### src/rtl/bid_arb_pkg.sv
// Shared types and helpers for the bidding arbiter: FSM state encoding,
// default widths and the bid eligibility rule.
package bid_arb_pkg;

    localparam int BID_W_DEF = 4;
    localparam int BAL_W_DEF = 10;

    typedef enum logic [2:0] {IDLE, SNAP, SCAN, CHARGE, HOLD} arb_state_t;

    // The bank floors at 1, so a bid equal to the balance cannot be paid.
    function automatic logic eligible(input logic r, input logic [31:0] b, input logic [31:0] bal);
        return r && (b != 32'd0) && (bal > b);
    endfunction

endpackage

### src/rtl/bid_arbiter_scan.sv
// Snapshot registers plus a one-requester-per-cycle best-bid scanner (module bid_scan).
// best_* outputs already include the requester being examined this cycle.
module bid_scan
    import bid_arb_pkg::*;
#(
    parameter int N     = 4,
    parameter int BID_W = BID_W_DEF,
    parameter int BAL_W = BAL_W_DEF,
    localparam int IDX_W = (N > 1) ? $clog2(N) : 1
) (
    input  logic               clk,
    input  logic               rst,
    input  logic               load,
    input  logic               step,
    input  logic [IDX_W-1:0]   start,
    input  logic [N-1:0]       req,
    input  logic [N*BID_W-1:0] bid,
    input  logic [N*BAL_W-1:0] balance,
    output logic               done,
    output logic               best_valid,
    output logic [IDX_W-1:0]   best_idx,
    output logic [BID_W-1:0]   best_bid
);

    logic [N-1:0]       req_s;
    logic [N*BID_W-1:0] bid_s;
    logic [N*BAL_W-1:0] bal_s;
    logic [IDX_W-1:0]   idx;
    logic [IDX_W-1:0]   cnt;
    logic               cur_valid;
    logic [IDX_W-1:0]   cur_idx;
    logic [BID_W-1:0]   cur_bid;
    logic [BID_W-1:0]   cand_bid;
    logic [BAL_W-1:0]   cand_bal;
    logic               take;

    always_ff @(posedge clk or posedge rst) begin
        if (rst) begin
            idx       <= '0;
            cnt       <= '0;
            cur_valid <= 1'b0;
        end else if (load) begin
            idx       <= start;
            cnt       <= '0;
            cur_valid <= 1'b0;
        end else if (step) begin
            idx       <= (idx == IDX_W'(N - 1)) ? '0 : idx + IDX_W'(1);
            cnt       <= cnt + IDX_W'(1);
            cur_valid <= best_valid;
        end
    end

    always_ff @(posedge clk) begin
        if (load) begin
            req_s   <= req;
            bid_s   <= bid;
            bal_s   <= balance;
            cur_idx <= '0;
            cur_bid <= '0;
        end else if (step) begin
            cur_idx <= best_idx;
            cur_bid <= best_bid;
        end
    end

    // Strict '>' keeps the earlier-scanned requester on equal bids.
    always_comb begin
        cand_bid   = bid_s[int'(idx)*BID_W +: BID_W];
        cand_bal   = bal_s[int'(idx)*BAL_W +: BAL_W];
        take       = eligible(req_s[idx], 32'(cand_bid), 32'(cand_bal)) &&
                     (!cur_valid || (cand_bid > cur_bid));
        best_valid = cur_valid | take;
        best_idx   = take ? idx : cur_idx;
        best_bid   = take ? cand_bid : cur_bid;
    end

    assign done = step && (cnt == IDX_W'(N - 1));

endmodule

### src/rtl/bid_arbiter.sv
// Bidding bus arbiter: snapshot, sequential scan, one-cycle charge, bounded hold.
// Optional BID_ARB_RR_EN: scan starts at a round-robin pointer for fair ties.
module bid_arbiter
    import bid_arb_pkg::*;
#(
    parameter int N      = 4,
    parameter int BID_W  = BID_W_DEF,
    parameter int BAL_W  = BAL_W_DEF,
    parameter int TENURE = 16
) (
    input  logic               clk,
    input  logic               rst,
    input  logic [N-1:0]       req,
    input  logic [N*BID_W-1:0] bid,
    input  logic [N*BAL_W-1:0] balance,
    input  logic [N-1:0]       rel,
    output logic [N-1:0]       gnt,
    output logic [N-1:0]       charge,
    output logic [BID_W-1:0]   win_bid,
    output logic               busy,
    output logic               nobid
);

    localparam int IDX_W = (N > 1) ? $clog2(N) : 1;
    localparam int CNT_W = $clog2(TENURE + 1);

    arb_state_t        state, state_nxt;
    logic [IDX_W-1:0]  win;
    logic [IDX_W-1:0]  rr_ptr;
    logic [CNT_W-1:0]  ten_cnt;
    logic              scan_done;
    logic              best_valid;
    logic [IDX_W-1:0]  best_idx;
    logic [BID_W-1:0]  best_bid;
    logic              tenure_end;

    bid_scan #(.N(N), .BID_W(BID_W), .BAL_W(BAL_W)) u_scan (
        .clk        (clk),
        .rst        (rst),
        .load       (state == SNAP),
        .step       (state == SCAN),
        .start      (rr_ptr),
        .req        (req),
        .bid        (bid),
        .balance    (balance),
        .done       (scan_done),
        .best_valid (best_valid),
        .best_idx   (best_idx),
        .best_bid   (best_bid)
    );

    // ten_cnt counts grant cycles still to come after the current one.
    always_comb begin
        state_nxt = state;
        case (state)
            IDLE:    if (|req) state_nxt = SNAP;
            SNAP:    state_nxt = SCAN;
            SCAN:    if (scan_done) state_nxt = best_valid ? CHARGE : IDLE;
            CHARGE:  state_nxt = (ten_cnt == '0) ? IDLE : HOLD;
            HOLD:    if (rel[win] || !req[win] || ten_cnt == '0) state_nxt = IDLE;
            default: state_nxt = IDLE;
        endcase
        tenure_end = (state == CHARGE || state == HOLD) && (state_nxt == IDLE);
    end

    always_ff @(posedge clk or posedge rst) begin
        if (rst) begin
            state   <= IDLE;
            win     <= '0;
            ten_cnt <= '0;
            gnt     <= '0;
            charge  <= '0;
            win_bid <= '0;
            busy    <= 1'b0;
            nobid   <= 1'b0;
        end else begin
            state  <= state_nxt;
            busy   <= (state_nxt != IDLE);
            nobid  <= (state == SCAN) && scan_done && !best_valid;
            charge <= (state_nxt == CHARGE) ? (N'(1) << best_idx) : '0;
            if (state_nxt == CHARGE) begin
                win     <= best_idx;
                win_bid <= best_bid;
                ten_cnt <= CNT_W'(TENURE - 1);
                gnt     <= N'(1) << best_idx;
            end else if (state_nxt == HOLD) begin
                ten_cnt <= ten_cnt - CNT_W'(1);
            end else begin
                gnt <= '0;
            end
        end
    end

`ifdef BID_ARB_RR_EN
    always_ff @(posedge clk or posedge rst) begin
        if (rst)
            rr_ptr <= '0;
        else if (tenure_end)
            rr_ptr <= (win == IDX_W'(N - 1)) ? '0 : win + IDX_W'(1);
    end
`else
    assign rr_ptr = '0;
`endif

endmodule

### config.mk
export PLATFORM = sky130hd
export DESIGN_NAME = bid_arbiter
export DESIGN_NICKNAME = d
export VERILOG_FILES = /design/src/rtl/bid_arb_pkg.sv /design/src/rtl/bid_arbiter_scan.sv /design/src/rtl/bid_arbiter.sv
export SDC_FILE = /design/constraint.sdc
export NUM_CORES = 1
export LEC_CHECK = 0
export ABC_CLOCK_PERIOD_IN_PS = 7100
export CAP_MARGIN = 25
export CORE_MARGIN = 3
export CORE_UTILIZATION = 51
export CTS_CLUSTER_SIZE = 8
export DETAILED_ROUTE_END_ITERATION = 16
export GPL_TIMING_DRIVEN = 1
export PLACE_DENSITY = 0.89
export SYNTH_ARGS = -nofsm -noshare
export SYNTH_HDL_FRONTEND = slang
export SYNTH_SLANG_ARGS = --single-unit
### constraint.sdc
create_clock -name clk -period 7.1 [get_ports clk]
set_clock_uncertainty 0.1 [all_clocks]
set_input_delay 1.42 -clock clk [delete_from_list [all_inputs] [get_ports clk]]
set_output_delay 1.42 -clock clk [all_outputs]
set_load 0.05 [all_outputs]
==> results of run 1 <==
[state kept, by name (all words and copies together), names as in the netlist, 3 cells and up]
signal and cells:
u_scan.bal_s 40, u_scan.bid_s 16, ten_cnt 5, charge 4, gnt 4, u_scan.cur_bid 4, u_scan.req_s 4, win_bid 4
state 3
[cell type report]
cell class                      count  area (µm²)  share of cell area (%)
Inverter                           24       90.09                   1.742
Clock inverter                      6       68.82                   1.331
Multi-Input combinational cell    162        1282                   24.81
Tap cell                          102       127.6                   2.469
Sequential cell                    95        2648                   51.21
Clock buffer                       10       127.6                   2.469
Timing Repair Buffer               81       825.8                   15.97
[routing by layer]
metal | share of wire (%) | global-route usage, % | vias up | wire length (µm)
li1 | - | - | 1260 | -
met1 | 40 | 23.95 | 1273 | 3271
met2 | 51 | 31.62 | 94 | 4153
met3 | 6.4 | 4.893 | 12 | 518
met4 | 1.7 | 8.294 | 0 | 139
met5 | 0 | 0 | - | 0
[tightest hold or removal path, cell delays in order, from the launching register on]
cell and delay, ns:
dfrtp_1 0.35, nand2_1 0.05, o21ai_1 0.06
[power by group]
part | switching [mW] | internal (mW)
clock network | 0.191 | 0.166
logic | 0.448 | 0.315
registers | 0.139 | 0.785
[stage by stage]
stage / utilization, % / cell area [µm²] / hold WS, ns
finish: 66.56 / 5170 / 0.3983
global route: 66.56 / 5170 / 0.4425
CTS: 66.20 / 5142 / 0.4041
detailed placement: 63.68 / 4946 / 0.3864
global placement: 63.68 / 4946 / 0.3693
floorplan: - / 4091 / 0.3668
[worst max-delay path by stage]
stage / startpoint / endpoint / slack [ns] / cells past startpoint
6_report: u_scan.idx[0] / win[1] / 3.10 / 8
2_1_floorplan: state[1] / u_scan.bal_s[0] / 1.53 / 3
4_1_cts: u_scan.idx[0] / win[1] / 3.09 / 8
5_1_grt: u_scan.idx[0] / win[1] / 2.91 / 8
3_3_place_gp: u_scan.idx[0] / win[1] / 3.30 / 8
3_5_place_dp: u_scan.idx[0] / win[1] / 3.18 / 8
[Yosys cell counts (all sizes together) (6+ instances only)]
cell type / n
edfxtp: 60
dfrtp: 29
inv: 23
nor2: 18
o21ai: 17
nand2: 16
nand3: 13
ha: 11
a21oi: 9
mux2: 9
mux4: 9
clkbuf: 8
mux2i: 8
a211o: 6
dfxtp: 6
nand4: 6
nor3: 6
[kinds of logic after synthesis]
kind of cell               after synthesis  share of synthesized area [%]
DFF                                     95                          64.71
and+or+nand+nor                         72                          8.563
AOI/OAI and AO/OA                       51                          9.389
buffers and inverters                   37                          4.067
muxes                                   26                          9.480
adders and majority gates               11                          3.364
xor gates and xnor gates                 2                         0.4282
==> flow_summary.json, run 1 <==
{
  "rsz0062_at_grt": "false",
  "cp_slowest_cell": "dfrtp_1",
  "die-area_um2": 9133,
  "cts_buffers": 9,
  "cts_tree": "built",
  "vias": 2639,
  "p_leak_nw": 1.922,
  "powerDensity_nw_per_um2": 395.5,
  "cts_hold_buf": 0,
  "wire_per_inst_um": 16.84,
  "reg2reg_slack_ns": 3.10,
  "yosysTopAreaCell": "edfxtp_1",
  "ios": 80,
  "postSynth.asyncResetShare_pct": 30.53,
  "synth_edf_count": 60,
  "holdPathEnd": "gnt[0]",
  "synth_area_um2": 4091,
  "fp.dieW_um": 95.57,
  "final_nets": 450,
  "syn_area_per_cell_um2": 13.92,
  "dr.pass1.iters": 4,
  "syn_to_final_growth_pct": 26.36,
  "end_kind": "register",
  "die_h_um": 95.57,
  "ir_worst_vdd_v": 0.0001961,
  "cts_sinks": 95,
  "antenna_found_initial": 0,
  "nFillCells": 545,
  "crit_chain": "mux4_2 > ha_1 > nor2b_1 > o2111a_1 > o311ai_4 > a21oi_4 > mux2_1 > mux2_2",
  "r2r-end": "win[1]",
  "grt_pass1_wl_um": 13070,
  "setup_viol": 0,
  "whs_path_depth": 2,
  "hold_start": "gnt[0]",
  "critPathBufInv": 0,
  "core_um2": 7767,
  "gr-total-overflow": 0,
  "grtUsageTotal_pct": 19.18,
  "synth.distinct_cells": 47,
  "hpwl_um": 5726,
  "ff2ff_path_depth": 8,
  "synth_cells": 294,
  "ys_top_cells_by_area": "edfxtp_1 44%, dfrtp_1 18%, mux4_2 5.0%",
  "drt_wl_total_um": 8082,
  "critPathRequiredTime_ns": 7.25,
  "slowest_delay_ns": 1.00,
  "htree_levels": 3,
  "drc_errors": 0,
  "path_class": "reg -> reg",
  "drv_slew": 0,
  "place_congestion": 0.9284,
  "start_util_pct": 52.67,
  "cts_root_buffer": "clkbuf_8",
  "design_power_total_mw": 2.045,
  "clock.fmax_mhz": 249.9,
  "layout_common_cells": "79 x clkdlybuf4s50_1, 60 x edfxtp_1, 29 x dfrtp_1, 23 x inv_1, 18 x nor2_1",
  "finalCritPeriodShare_pct": 56.35,
  "r2r_start": "u_scan.idx[0]",
  "postCtsSetupRepairBufs": 0,
  "io_buffers": 79,
  "place_worst_setup_slack_ns": 3.180,
  "hold_viol": 0,
  "critPathLaunchType": "register",
  "mappedNetlistNets": 371,
  "final_common_cell": "clkdlybuf4s50_1",
  "dp_cells": 463,
  "via_per_inst": 5.498,
  "insertion_delay_ns": 0.37,
  "layout_setup_ws_ns": 3.099,
  "grt_max_degree": 53,
  "cap_violations": 0,
  "hold_class": "reg -> reg",
  "synth_seq_cells": 95,
  "drt_iter0_drc": 191,
  "synth_top_area_share_pct": 44.04,
  "grt_pass1_vias": 2718,
  "fin_tns_setup_ns": 0,
  "post_cts_resized": 0,
  "seq_area_frac_synth_pct": 64.71,
  "layout.cells.non_filler": 480,
  "cts.path.max_buffers": 2,
  "cp.arrival_ns": 4.15,
  "synth_warnings": 0,
  "critPathTopFamily": "multiplexers",
  "path_max_fanout": 23,
  "period_needed_ns": 4.001,
  "tightest_slew_ns": 0.9828,
  "antenna_left": 0,
  "ys.flop_type": "edfxtp_1",
  "row_count": 32,
  "drive_above_1_share_pct": 10.32,
  "diodes": 0,
  "cts.clk_slew.worst_paths_ns": 0.09,
  "outcome": "finished clean",
  "relSlewSlack_pct": 34.48
}
Power figures use the tool's default switching activity.
==> run 2: changes to the inputs <==
ABC_CLOCK_PERIOD_IN_PS = 3800   (was 7100)
clock period = 3.8 ns   (was 7.1 ns; I/O delays follow)
==> run 2 against run 1 <==
  * Routed wire length fell by 2.5%
  * Design area rose by 0.68%
  * Fmax grew 18%
  * Combinational power rose by 94%
  * Core utilization is 0.45 points higher
  * Largest power group unchanged
  * Clock power is 69% higher
  * Sequential share of layout area decreased by 0.34 points
  * Total power is 85% higher
  * Via count grew 1.1%
  * Cell count grew 1.3%
==> flow_summary.json, run 2 (same netlist as run 1, synthesis figures left out) <==
{
  "outcome": "finished clean",
  "nFillCells": 558,
  "gr-total-overflow": 0,
  "cts.path.max_buffers": 2,
  "layout_common_cells": "79 x clkdlybuf4s50_1, 60 x edfxtp_1, 29 x dfrtp_1, 23 x inv_1, 18 x nor2_1",
  "ff2ff_path_depth": 10,
  "grtUsageTotal_pct": 18.70,
  "p_sw_mw": 1.445,
  "drv_slew": 0,
  "cp_slowest_cell": "dfrtp_1",
  "grt_pass1_vias": 2665,
  "cap_violations": 0,
  "regMostFlops": "u_scan.bal_s",
  "post_cts_resized": 0,
  "fin_tns_setup_ns": 0,
  "p_int_mw": 2.340,
  "diodes": 0,
  "end_kind": "register",
  "rsz0062_at_grt": "false",
  "cp-startpoint": "u_scan.idx[0]",
  "critPathRequiredTime_ns": 3.92,
  "power_frac_seq_pct": 44.9,
  "swShare_pct": 38.18,
  "io_buffers": 79,
  "antenna_found_initial": 0,
  "slowest_delay_ns": 0.68,
  "tightest_slew_ns": 0.7357,
  "final_area_um2": 5205,
  "start_util_pct": 52.67,
  "fp.dieW_um": 95.57,
  "row_count": 32,
  "hold_class": "reg -> reg",
  "whs_path_depth": 2,
  "setup_viol": 0,
  "place_congestion": 0.8919,
  "cp.arrival_ns": 3.50,
  "reg2reg_slack_ns": 0.42,
  "cts_hold_buf": 0,
  "insertion_delay_ns": 0.36,
  "powerDensity_nw_per_um2": 727.1,
  "crit_end": "busy",
  "crit_chain": "buf_4 > mux4_2 > ha_1 > a21oi_1 > o22ai_1 > o22ai_1 > a21oi_2 > o21bai_4 > buf_4 > o211ai_1",
  "grt_max_degree": 61,
  "largest_register_ff_count": 40,
  "drive_above_1_share_pct": 11.98,
  "p_clk_share_pct": 16.0,
  "vias": 2668,
  "hold_viol": 0,
  "syn_to_final_growth_pct": 27.22,
  "via_per_inst": 5.490,
  "ios": 80,
  "wire_per_inst_um": 16.21,
  "path_class": "reg -> reg",
  "r2r-end": "busy",
  "period_needed_ns": 3.380,
  "drc_errors": 0,
  "r2r_start": "u_scan.idx[0]",
  "cts_root_buffer": "clkbuf_8",
  "cts_buffers": 9,
  "dr.pass1.iters": 4,
  "relSlewSlack_pct": 50.96,
  "reg_top3": "u_scan.bal_s: 40 flops, u_scan.bid_s: 16 flops, ten_cnt: 5 flops",
  "die-area_um2": 9133,
  "ir_worst_vdd_v": 0.0003081,
  "drt_iter0_drc": 207,
  "grt_pass1_wl_um": 12900,
  "drt_wl_total_um": 7880,
  "cts.clk_slew.worst_paths_ns": 0.09,
  "antenna_left": 0,
  "postCtsSetupRepairBufs": 0,
  "core_um2": 7767,
  "finalCritPeriodShare_pct": 88.96,
  "htree_levels": 3,
  "die_h_um": 95.57,
  "path_max_fanout": 14,
  "final_nets": 456,
  "hpwl_um": 5840,
  "combinationalPowerShare_pct": 39.2,
  "p_leak_nw": 1.935,
  "critPathLaunchType": "register",
  "final_common_cell": "clkdlybuf4s50_1",
  "place_area_um2": 5025,
  "cts_tree": "built",
  "cts_sinks": 95,
  "clock.fmax_mhz": 295.8
}
==> run 2: worst max-delay path, delay by kind of cell (launching register included) <==
kind | cells | cell delay, ns
AO/OA/AOI/OAI | 6 | 1.14
flip-flops | 1 | 0.68
multiplexers | 1 | 0.51
buffers and inverters | 2 | 0.48
adder cells (fa/ha/maj) | 1 | 0.31
==> run 2: metrics by stage <==
step | cells | power (mW) | utilization, % | worst slack, ns | hold slack, ns
final | 486 | 3.785 | 67.01 | 0.4197 | 0.3964
after global routing | 486 | 4.051 | 67.01 | 0.1276 | 0.4300
after CTS | 486 | 3.802 | 67.01 | 0.3945 | 0.3996
after detailed placement | 470 | 3.192 | 64.69 | 0.4388 | 0.3837
after global placement | 469 | 3.118 | 64.34 | 0.5147 | 0.3658
after floorplan | 294 | 2.778 | - | 0.1046 | 0.3668
==> run 2: cell type report <==
class	instances	area, µm²	area share [%]
Tap cell	102	127.6	2.452
Inverter	24	90.09	1.731
Sequential cell	95	2648	50.87
Timing Repair Buffer	87	870.8	16.73
Clock buffer	9	123.9	2.380
Clock inverter	7	56.30	1.082
Multi-Input combinational cell	162	1289	24.76
==> run 2: power by group through the flow <==
stage	Combinational (mW)	Clock [mW]	Sequential, mW
after floorplan	1.08	0	1.70
after global placement	1.41	0	1.70
after detailed placement	1.47	0	1.72
after CTS	1.48	0.621	1.70
after global routing	1.64	0.666	1.74
final	1.48	0.605	1.70
==> run 2: worst min path at each step <==
stage | startpoint | to | slack [ns]
floorplan | ten_cnt[4] | ten_cnt[4] | 0.37
global route | u_scan.cur_bid[2] | u_scan.cur_bid[2] | 0.43
CTS | u_scan.cur_bid[2] | u_scan.cur_bid[2] | 0.40
global placement | gnt[3] | gnt[3] | 0.37
finish | u_scan.cur_bid[2] | u_scan.cur_bid[2] | 0.40
detailed placement | u_scan.cur_bid[2] | u_scan.cur_bid[2] | 0.38
==> run 2: metal layers <==
layer,GRT usage (%),share of wire [%],vias to the layer above,routed length (µm)
met5,0,0,-,0
met4,6.991,1.8,0,140
met3,3.867,5.9,15,464
met2,31.44,51,91,4017
met1,23.86,41,1287,3257
li1,-,-,1275,-
==> run 3: changes to the inputs <==
CORE_UTILIZATION = 60   (was 51)
DONT_BUFFER_PORTS = 1   (was default)
PLACE_DENSITY = 0.86   (was 0.89)
==> run 3 against run 2 <==
  * Design area fell by 16%
  * Clock power rose by 7.3%
  * First-iteration DRC count fell by 18%
  * Core utilization rose by 0.49 points
  * Critical path type unchanged
  * Largest cell class unchanged
  * Via count fell by 11%
  * Setup slack improved by 0.0054 ns
  * Total power fell by 2.8%
  * Combinational power fell by 18%
  * Fmax rose by 0.16%
  * Clock-buffer cell count rose by 1
  * Sequential cell count did not move
==> flow_summary.json, run 3 (same netlist as run 1, synthesis figures left out) <==
{
  "cts_buffers": 9,
  "dr.pass1.iters": 4,
  "wire_per_inst_um": 18.39,
  "syn_to_final_growth_pct": 7.156,
  "rsz0062_at_grt": "false",
  "drc_errors": 0,
  "place_worst_setup_slack_ns": 0.4457,
  "cap_violations": 0,
  "cts_hold_buf": 0,
  "regMostFlops": "u_scan.bal_s",
  "tightest_slew_ns": 0.7697,
  "io_buffers": 0,
  "grt_pass1_wl_um": 11450,
  "path_class": "reg -> reg",
  "ir_worst_vdd_v": 0.0004570,
  "diodes": 0,
  "row_count": 29,
  "drv_slew": 0,
  "finalCritPeriodShare_pct": 88.81,
  "antenna_found_initial": 0,
  "top_layer": "met4",
  "cts.clk_slew.worst_paths_ns": 0.09,
  "end_kind": "register",
  "cts.path.max_buffers": 2,
  "fin_tns_setup_ns": 0,
  "path_max_fanout": 12,
  "grt_max_degree": 37,
  "grt_pass1_vias": 2380,
  "insertion_delay_ns": 0.35,
  "htree_levels": 3,
  "antenna_left": 0,
  "core_um2": 6495,
  "die-area_um2": 7846,
  "hpwl_um": 4983,
  "place_area_um2": 4188,
  "holdWs_ns": 0.1545,
  "largest_register_ff_count": 40,
  "wl_met3_um": 532,
  "start_util_pct": 62.99,
  "regArea_um2": 2648,
  "nFillCells": 465,
  "postCtsSetupRepairBufs": 0,
  "final_common_cell": "edfxtp_1",
  "relSlewSlack_pct": 48.69,
  "cp.arrival_ns": 3.51,
  "via_per_inst": 6.279,
  "layout_common_cells": "60 x edfxtp_1, 29 x dfrtp_1, 23 x inv_1, 18 x nor2_1, 16 x nand2_1",
  "die_h_um": 88.58,
  "vias": 2386,
  "setup_viol": 0,
  "drive_above_1_share_pct": 13.86,
  "met1Wirelength_um": 2710,
  "powerDensity_nw_per_um2": 839.0,
  "hold_viol": 0,
  "clock.fmax_mhz": 296.3,
  "drt_iter0_drc": 169,
  "outcome": "finished clean",
  "dr_wl_met2_um": 3634,
  "reg_top3": "u_scan.bal_s: 40 flops, u_scan.bid_s: 16 flops, ten_cnt: 5 flops",
  "cts_sinks": 95,
  "multi_input_area_um2": 1289,
  "fp.dieW_um": 88.58,
  "ff2ff_path_depth": 9,
  "final_nets": 375,
  "cts_tree": "built",
  "hold_class": "in -> async",
  "place_congestion": 0.8274,
  "ios": 80,
  "final_area_um2": 4384,
  "post_cts_resized": 0,
  "period_needed_ns": 3.375,
  "p_leak_nw": 1.640,
  "critPathLaunchType": "register",
  "critPathRequiredTime_ns": 3.94,
  "gr-total-overflow": 0,
  "drt_wl_total_um": 6988,
  "layout_setup_ws_ns": 0.4251,
  "cts_root_buffer": "clkbuf_8",
  "final_util_pct": 67.50,
  "grtUsageTotal_pct": 19.78
}
run 3: cell types whose count changed in the layout (fill, tap and decap cells not counted), sizes merged:
cell           change
bufinv             +1
clkdlybuf4s50     -79
clkinvlp           -4
clkbuf             +1
inv                -2
buf                -2
clkinv             +4
run 3: worst paths after layout:
check / startpoint / slack, ns / end
hold / removal: rst / 0.15 / win_bid[0]
hold reg to reg: u_scan.cur_bid[3] / 0.40 / u_scan.cur_bid[3]
min in group clk: balance[20] / 0.39 / u_scan.bal_s[20]
setup / recovery: u_scan.idx[0] / 0.43 / win_bid[1]
setup reg to reg: u_scan.idx[0] / 0.43 / win_bid[1]
max in group asynchronous: rst / 3.01 / u_scan.idx[1]
run 3: through the flow:
| step | total power, mW | instances |
|---|---|---|
| 2_1_floorplan | 2.778 | 294 |
| 3_3_place_gp | 2.980 | 363 |
| 3_5_place_dp | 3.054 | 364 |
| 4_1_cts | 3.701 | 380 |
| 5_1_grt | 3.923 | 380 |
| 6_report | 3.678 | 380 |
run 3: power by group:
part	leakage [nW]	switching, mW	internal, mW	total, mW
Combinational	0.566	0.712	0.511	1.22
Clock	0.0985	0.341	0.308	0.649
Sequential	0.976	0.344	1.46	1.81
run 3: final cells by class:
cell class / instances / area share (%)
flip-flops and latches: 95 / 60.39
multi-input cells: 162 / 29.40
clock buffers: 10 / 2.911
well taps: 77 / 2.197
inverters: 24 / 2.055
clock inverters: 6 / 1.570
repair buffers: 6 / 1.484
run 3: metal layers:
layer / track usage, % / vias up
li1: - / 1110
met1: 24.14 / 1176
met2: 32.56 / 91
met3: 6.518 / 9
met4: 8.242 / 0
met5: 0 / -
run 3: critical path, cell delays in order, from the launching register on:
cell and delay (ns):
dfrtp_1 0.69, mux4_2 0.63, ha_1 0.34, nor2b_1 0.15
o2111a_1 0.24, o311ai_4 0.10, a21oi_4 0.37, buf_4 0.27
mux2i_1 0.09, mux2_1 0.27
